File: src/rtl/mult_timing_leak_monitor.sv
`default_nettype none
// mult_timing_leak_monitor: per-lane start-to-done latency capture with min/max/spread
// reporting and leak/timeout flags for a group of multiplier copies. Revision 1.0
module mult_timing_leak_monitor #(
  parameter int LANES     = 2,
  parameter int CNT_WIDTH = 8,
  parameter int TIMEOUT   = 64
) (
  input  logic                 clk,
  input  logic                 rst,
  input  logic                 start,
  input  logic [LANES-1:0]     done,
  output logic                 busy,
  output logic                 result_valid,
  output logic                 leak,
  output logic                 leak_sticky,
  output logic                 timeout,
  output logic [LANES-1:0]     done_mask,
  output logic [CNT_WIDTH-1:0] lat_min,
  output logic [CNT_WIDTH-1:0] lat_max,
  output logic [CNT_WIDTH-1:0] spread
);

  localparam logic [CNT_WIDTH-1:0] TIMEOUT_CNT = CNT_WIDTH'(TIMEOUT);
  localparam logic [CNT_WIDTH-1:0] CNT_ONE     = CNT_WIDTH'(1);

  typedef enum logic [1:0] {
    IDLE   = 2'd0,
    RUN    = 2'd1,
    REPORT = 2'd2
  } state_t;

  state_t state, state_next;

  logic [CNT_WIDTH-1:0] cnt;
  logic [CNT_WIDTH-1:0] lat      [LANES];
  logic [CNT_WIDTH-1:0] lat_next [LANES];
  logic [LANES-1:0]     capture;
  logic [LANES-1:0]     mask_next;
  logic [CNT_WIDTH-1:0] min_next;
  logic [CNT_WIDTH-1:0] max_next;
  logic                 any_captured;
  logic                 all_done;
  logic                 run_exit;
  logic                 timed_out;
  logic                 leak_next;

  // Only the first high of done in a run is a capture; later highs are masked off.
  always_comb begin
    capture = '0;
    if (state == RUN) capture = done & ~done_mask;
    mask_next = done_mask | capture;
    all_done  = &mask_next;
    run_exit  = (state == RUN) && (all_done || (cnt == TIMEOUT_CNT));
    timed_out = !all_done;
  end

  always_comb begin
    for (int i = 0; i < LANES; i++) begin
      lat_next[i] = capture[i] ? cnt : lat[i];
    end
  end

  // Extremes over captured lanes only, so a timed-out lane cannot pull min to 0.
  always_comb begin
    any_captured = 1'b0;
    min_next     = '0;
    max_next     = '0;
    for (int i = 0; i < LANES; i++) begin
      if (mask_next[i]) begin
        if (!any_captured || (lat_next[i] < min_next)) min_next = lat_next[i];
        if (!any_captured || (lat_next[i] > max_next)) max_next = lat_next[i];
        any_captured = 1'b1;
      end
    end
    leak_next = timed_out || (max_next != min_next);
  end

  always_ff @(posedge clk) begin
    if (rst) state <= IDLE;
    else     state <= state_next;
  end

  always_comb begin
    state_next   = state;
    busy         = 1'b0;
    result_valid = 1'b0;
    case (state)
      IDLE:    if (start) state_next = RUN;
      RUN: begin
        busy = 1'b1;
        if (run_exit) state_next = REPORT;
      end
      REPORT: begin
        result_valid = 1'b1;
        state_next   = IDLE;
      end
      default: state_next = IDLE;
    endcase
  end

  always_ff @(posedge clk) begin
    if (rst) begin
      cnt         <= '0;
      done_mask   <= '0;
      leak        <= 1'b0;
      leak_sticky <= 1'b0;
      timeout     <= 1'b0;
      lat_min     <= '0;
      lat_max     <= '0;
      spread      <= '0;
      for (int i = 0; i < LANES; i++) lat[i] <= '0;
    end else begin
      case (state)
        IDLE: begin
          if (start) begin
            cnt       <= CNT_ONE;
            done_mask <= '0;
            leak      <= 1'b0;
            timeout   <= 1'b0;
            lat_min   <= '0;
            lat_max   <= '0;
            spread    <= '0;
            for (int i = 0; i < LANES; i++) lat[i] <= '0;
          end
        end
        RUN: begin
          done_mask <= mask_next;
          for (int i = 0; i < LANES; i++) lat[i] <= lat_next[i];
          if (run_exit) begin
            lat_min     <= min_next;
            lat_max     <= max_next;
            spread      <= max_next - min_next;
            timeout     <= timed_out;
            leak        <= leak_next;
            leak_sticky <= leak_sticky | leak_next;
          end else begin
            cnt <= cnt + CNT_ONE;
          end
        end
        default: ;
      endcase
    end
  end

endmodule
`default_nettype wire
File: config.mk
export PLATFORM = sky130hd
export DESIGN_NAME = mult_timing_leak_monitor
export DESIGN_NICKNAME = d
export VERILOG_FILES = /design/src/rtl/mult_timing_leak_monitor.sv
export SDC_FILE = /design/constraint.sdc
export NUM_CORES = 1
export LEC_CHECK = 0
export ABC_AREA = 1
export CAP_MARGIN = 20
export CORE_MARGIN = 4
export CORE_UTILIZATION = 40
export CTS_BUF_LIST = sky130_fd_sc_hd__clkbuf_2
export CTS_CLUSTER_SIZE = 16
export DETAILED_ROUTE_END_ITERATION = 7
export DONT_BUFFER_PORTS = 1
export GPL_TIMING_DRIVEN = 1
export PLACE_DENSITY = 0.63
export SLEW_MARGIN = 40
export SYNTH_ARGS = -nofsm -noshare
export SYNTH_HDL_FRONTEND = slang
export SYNTH_SLANG_ARGS = --single-unit
export TNS_END_PERCENT = 100
File: constraint.sdc
create_clock -name clk -period 8.6 [get_ports clk]
set_input_delay 0.86 -clock clk [delete_from_list [all_inputs] [get_ports clk]]
set_output_delay 0.86 -clock clk [all_outputs]
set_load 0.005 [all_outputs]
### Word-level counts from Yosys, hierarchy flattened

Memories as Yosys holds them, arrays and structs flattened.
Cells that the tools add are included.

* register bits: 39
* memory bits (writable): 16
* memories: 1
* input bits: 5

* $lt $le $gt $ge: 2
* add/subtract/negate cells: 2
* equality and inequality tests: 7
* reductions and logical operators: 15
* mux-type cells: 43
* bitwise operators: 8

Memory list
* lat: depth 2, width 8, read ports 2, clocked after memory_dff 0, wr ports 2, line 36 `logic [CNT_WIDTH-1:0] lat [LANES];`

Operators with widths (count)
* 8-bit 2-to-1 mux: 17
* 8-bit one-hot mux with 2 select lines: 4
* 1-bit 2-to-1 mux: 14
* 8-bit by 1-bit adder with 8-bit output, second input constant: 1
* 8-bit by 7-bit equality test with 1-bit output, second input constant: 1
* 8-bit greater-than comparator: 1
* 8-bit less-than comparator: 1
* 2-bit 2-to-1 mux: 4
* 8-bit inequality test: 1
* 2-bit one-hot mux with 2 select lines: 2
* 2-bit AND reduction: 4
* 8-bit subtractor: 1
* 2-bit inequality test, second input constant: 3
* 3-bit AND reduction: 2
* 1-bit bitwise OR: 5
* 1-bit logical OR: 4
* 1-bit one-hot mux with 2 select lines: 2
* 2-bit AND: 1
* 2-bit by 1-bit equality test with 1-bit output, second input constant: 1
* 2-bit equality test, second input constant: 1
* 1-bit zero test: 2
* 2-bit zero test: 1
* 2-bit inverter: 1
* 2-bit bitwise OR: 1
* other kinds (2): 2

### Longest topological paths before layout

* depth after elaboration: 13
* mapped depth: 31
* gate-level depth less buffers: 29

### Worst setup path after synthesis

No wires, ideal clock.

* kind: in2reg
* start point: in done[1]
* end point: reg spread[6]
* arrival time: 3.769 ns
* setup slack: 4.699 ns
* library setup time: 0.132 ns
* required time: 8.468 ns
* stages on the path: 22
* cells stage by stage: nand3_4 > buf_2 > o21ai_0 > inv_1 > ha_1 > nand2_1 > nor2_1 > nand2_1 > nand2_1 > nand2_2 > nand2_2 > buf_2 > o21ai_0 > ha_1 > fa_1 > o21ai_0 > nand2_1 > nand2_1 > a21oi_1 > xor2_1 > nand2_1 > a21oi_1

RTL lines
* from (decl): line 12 `input logic [LANES-1:0] done,`
* to (signal assigned): line 133 `spread <= max_next - min_next;`
* to (decl): line 21 `output logic [CNT_WIDTH-1:0] spread`

### Worst setup path in the final report

* start point: reg state[0]
* end point: reg spread[6]

* word-level cells in the longest chain between the ends: 11

Ends and longest elaborated chain
* from (decl): line 33 `state_t state, state_next;`
* from (signal assigned): line 81 `else state <= state_next;`
* 2-bit by 1-bit equality test with 1-bit output: line 51, 54, 114
* 2-bit 2-to-1 mux: line 51 `if (state == RUN) capture = done & ~done_mask;`
* 8-bit 2-to-1 mux or 2-bit bitwise OR (tied branches): line 60, 52
* 8-bit 2-to-1 mux or 1-bit 2-to-1 mux (tied branches): line 70 `if (mask_next[i]) begin`
* 8-bit greater-than comparator, or another cell as far along: line 72 `if (!any_captured || (lat_next[i] > max_next)) max_next = lat_next[i];`
* 1-bit logical OR, on equally long branches: line 72, 71
* 8-bit 2-to-1 mux, on equally long branches: line 72, 71
* 8-bit 2-to-1 mux: line 70
* 8-bit subtractor: line 133
* 8-bit 2-to-1 mux: line 130 `if (run_exit) begin`
* 8-bit one-hot mux with 2 select lines: line 114 `case (state)`

Parallel ways exist; a longest one is shown, timed or not. The select of a mux whose other input is x is not followed.
A chain may end at the register's enable or synchronous reset.

==> results.json <==
{
  "outcome": "completed",
  "synth_fp_nets": 452,
  "whs_endpoint": "timeout$_SDFFE_PP0P_",
  "cp_slowest_stage_delay_ps": 430,
  "yosysSeqAreaShare_pct": 39.8,
  "grtUsageTotal_pct": 16.3,
  "rows": 32,
  "die_area_um2": 9410,
  "grt_pass1_wl_mm": 12.8,
  "synth_top_cell_area_share_pct": 24.6,
  "cp_common_cell": "nand2_1",
  "min_from": "rst",
  "worst_slack_ps": 4360,
  "cts_root_buf": "clkbuf_2",
  "ys_types": 35,
  "area.growth.synth_to_final_pct": 3.75,
  "hold_buffers": 0,
  "post-cts-setup-buffers": 0,
  "required_ps": 9050,
  "cp.arrival_ps": 4690,
  "start_kind": "register",
  "synth_area_per_cell_um2": 7.40,
  "period_minus_slack_ps": 4240,
  "post_cts_resized": 0,
  "drive_gt1_share_pct": 9.91,
  "ys_top_cells_by_count": "100 x nand2_1, 53 x nor2_1, 50 x a21oi_1",
  "drtPass1Iterations": 4,
  "synth_top_flop_cell": "dfxtp_1",
  "power_uw": 527,
  "crit_type": "reg2reg",
  "grt_antenna_before_repair": 0,
  "yosys.cell_count.top_type": "nand2_1",
  "rrSetupSlack_ps": 4360,
  "die_h_um": 97.0,
  "grt_overflow": 0,
  "cts_buffers": 5,
  "hold_viol": 0,
  "final-setup-viol-count": 0,
  "coreArea_um2": 7730,
  "clk_latency_ps": 480,
  "routedWlPerCell_um": 13.9,
  "hpwlAfterDp_mm": 5.67,
  "cts_tree": "done",
  "io_pins": 36,
  "end_kind": "register",
  "relSlewSlack_pct": 54.0,
  "reg2regPathDepth": 26,
  "hp-class": "in2reg",
  "wirelength_mm": 7.31,
  "cpMaxStageDelayCell": "dfxtp_1",
  "vdd_ir_drop_max_uv": 49.9,
  "synth-async-reset-ratio_pct": 0,
  "drc": 0,
  "synthesis.area_um2": 3170,
  "cts_buffer_depth": 2,
  "r2r_end": "spread[6]$_SDFFE_PP0P_",
  "via_per_inst": 4.99,
  "synth-edff-count": 16,
  "clock-sinks": 55,
  "grt_start_max_net_pins": 33,
  "yosys_warnings": 0,
  "diodes": 0,
  "ys_ff_latch": 55,
  "seqCellArea_um2": 1260,
  "die_w_um": 97.0,
  "fin_crit_sh_pct": 49.3,
  "worstMarginPinSlew_ps": 688,
  "max_cap_violations": 0,
  "max_freq_mhz": 236,
  "antenna_left": 0,
  "synth_largest_area_cell": "dfxtp_1",
  "timing.hold.ws_ps": 391,
  "finalNetCount": 447,
  "portBuffers": 0,
  "p_leak_uw": 0.00130,
  "yosys-top-cells-area": "dfxtp_1 25%, edfxtp_1 15%, nand2_1 12%",
  "cp_max_fo": 17,
  "clock_skew_ps": 41.7,
  "initial_core_util_pct": 41.0,
  "tns_ps": 0,
  "vias": 2625,
  "rsz0062_at_grt": "no",
  "whs_path_depth": 1,
  "reg2reg_from": "state[0]$_SDFFE_PP0P_",
  "netlist_instances": 428,
  "multi_input_area_um2": 1660,
  "clkSlewWorstSetupHoldPaths_ps": 310,
  "drv_slew": 0,
  "drt-initial-drc-count": 126,
  "preCtsSetupSlack_ps": 4190,
  "powerDensity_nw_per_um2": 160,
  "ctsHtreeMaxLevel": 2,
  "fill_cells": 807,
  "grt_pass1_vias": 2570,
  "place.gp.congestion": 0.956
}
## cells in the final DEF, fill, tap and decap left out, types with 10 or more instances in the layout
| master | n |
|---|---|
| nand2_1 | 100 |
| nor2_1 | 53 |
| a21oi_1 | 50 |
| inv_1 | 44 |
| dfxtp_1 | 39 |
| ha_1 | 18 |
| nand3_1 | 16 |
| edfxtp_1 | 16 |
| o21ai_0 | 14 |
| o21ai_1 | 11 |
| nand2_2 | 10 |
## where the power goes
part           switching, uW  internal, uW
Sequential              3.90           277
Clock                   86.5          19.6
Combinational           95.4          44.3
## metal layers
layer | global-route usage [%] | routed length (um) | up-vias
li1 | - | - | 1367
met1 | 21.9 | 3410 | 1181
met2 | 25.7 | 3290 | 61
met3 | 3.82 | 451 | 16
met4 | 5.40 | 156 | 0
met5 | 0 | 0 | -
## flip-flops by register name, indices dropped and copies added, names as in the netlist
| signal | cells |
|---|---|
| leak | 1 |
| timeout | 1 |
| spread | 8 |
| state | 2 |
| cnt | 8 |
| done_mask | 2 |
| lat_min | 8 |
| leak_sticky | 1 |
| lat_max | 8 |
| lat | 16 |
## kinds of logic after synthesis
family / count (synthesis) / synth area share (%)
AOI/OAI and AO/OA: 80 / 13.1
xor gates and xnor gates: 1 / 0.277
adders and majority gates: 19 / 7.74
buffers and inverters: 63 / 7.82
DFF: 55 / 39.8
and+or+nand+nor: 210 / 31.2
## metrics by stage
stage	util [%]	cell area, um^2	instances
6_report	42.5	3290	526
5_1_grt	42.5	3290	526
4_1_cts	42.5	3290	526
3_5_place_dp	42.0	3240	518
3_3_place_gp	42.0	3240	518
2_1_floorplan	-	3170	428
## worst max path at each step
stage                                from                      to  slack [ps]  cells after the start
floorplan                         done[1]  spread[6]$_SDFFE_PP0P_        4700                     22
global placement                  done[0]  spread[6]$_SDFFE_PP0P_        4250                     24
detailed placement                done[0]  spread[6]$_SDFFE_PP0P_        4190                     24
CTS                 state[0]$_SDFFE_PP0P_  spread[6]$_SDFFE_PP0P_        4350                     26
global route        state[0]$_SDFFE_PP0P_  spread[6]$_SDFFE_PP0P_        3870                     26
finish              state[0]$_SDFFE_PP0P_  spread[6]$_SDFFE_PP0P_        4360                     26
## layout make-up
type	count	area share (%)
clock buffers	5	0.761
clock inverters	3	0.609
multi-input cells	310	50.5
flip-flops and latches	55	38.4
inverters	51	5.90
well taps	102	3.88
## worst max-delay path, delay by kind of cell, from the launching register on
kind / cells / cell delay (ps)
AO/OA/AOI/OAI: 4 / 490
XOR/XNOR: 1 / 130
adder cells (fa/ha/maj): 3 / 940
buffers and inverters: 3 / 240
flip-flops: 1 / 430
AND/OR/NAND/NOR: 15 / 1980
Note: power is estimated with default switching activity, not from simulation.
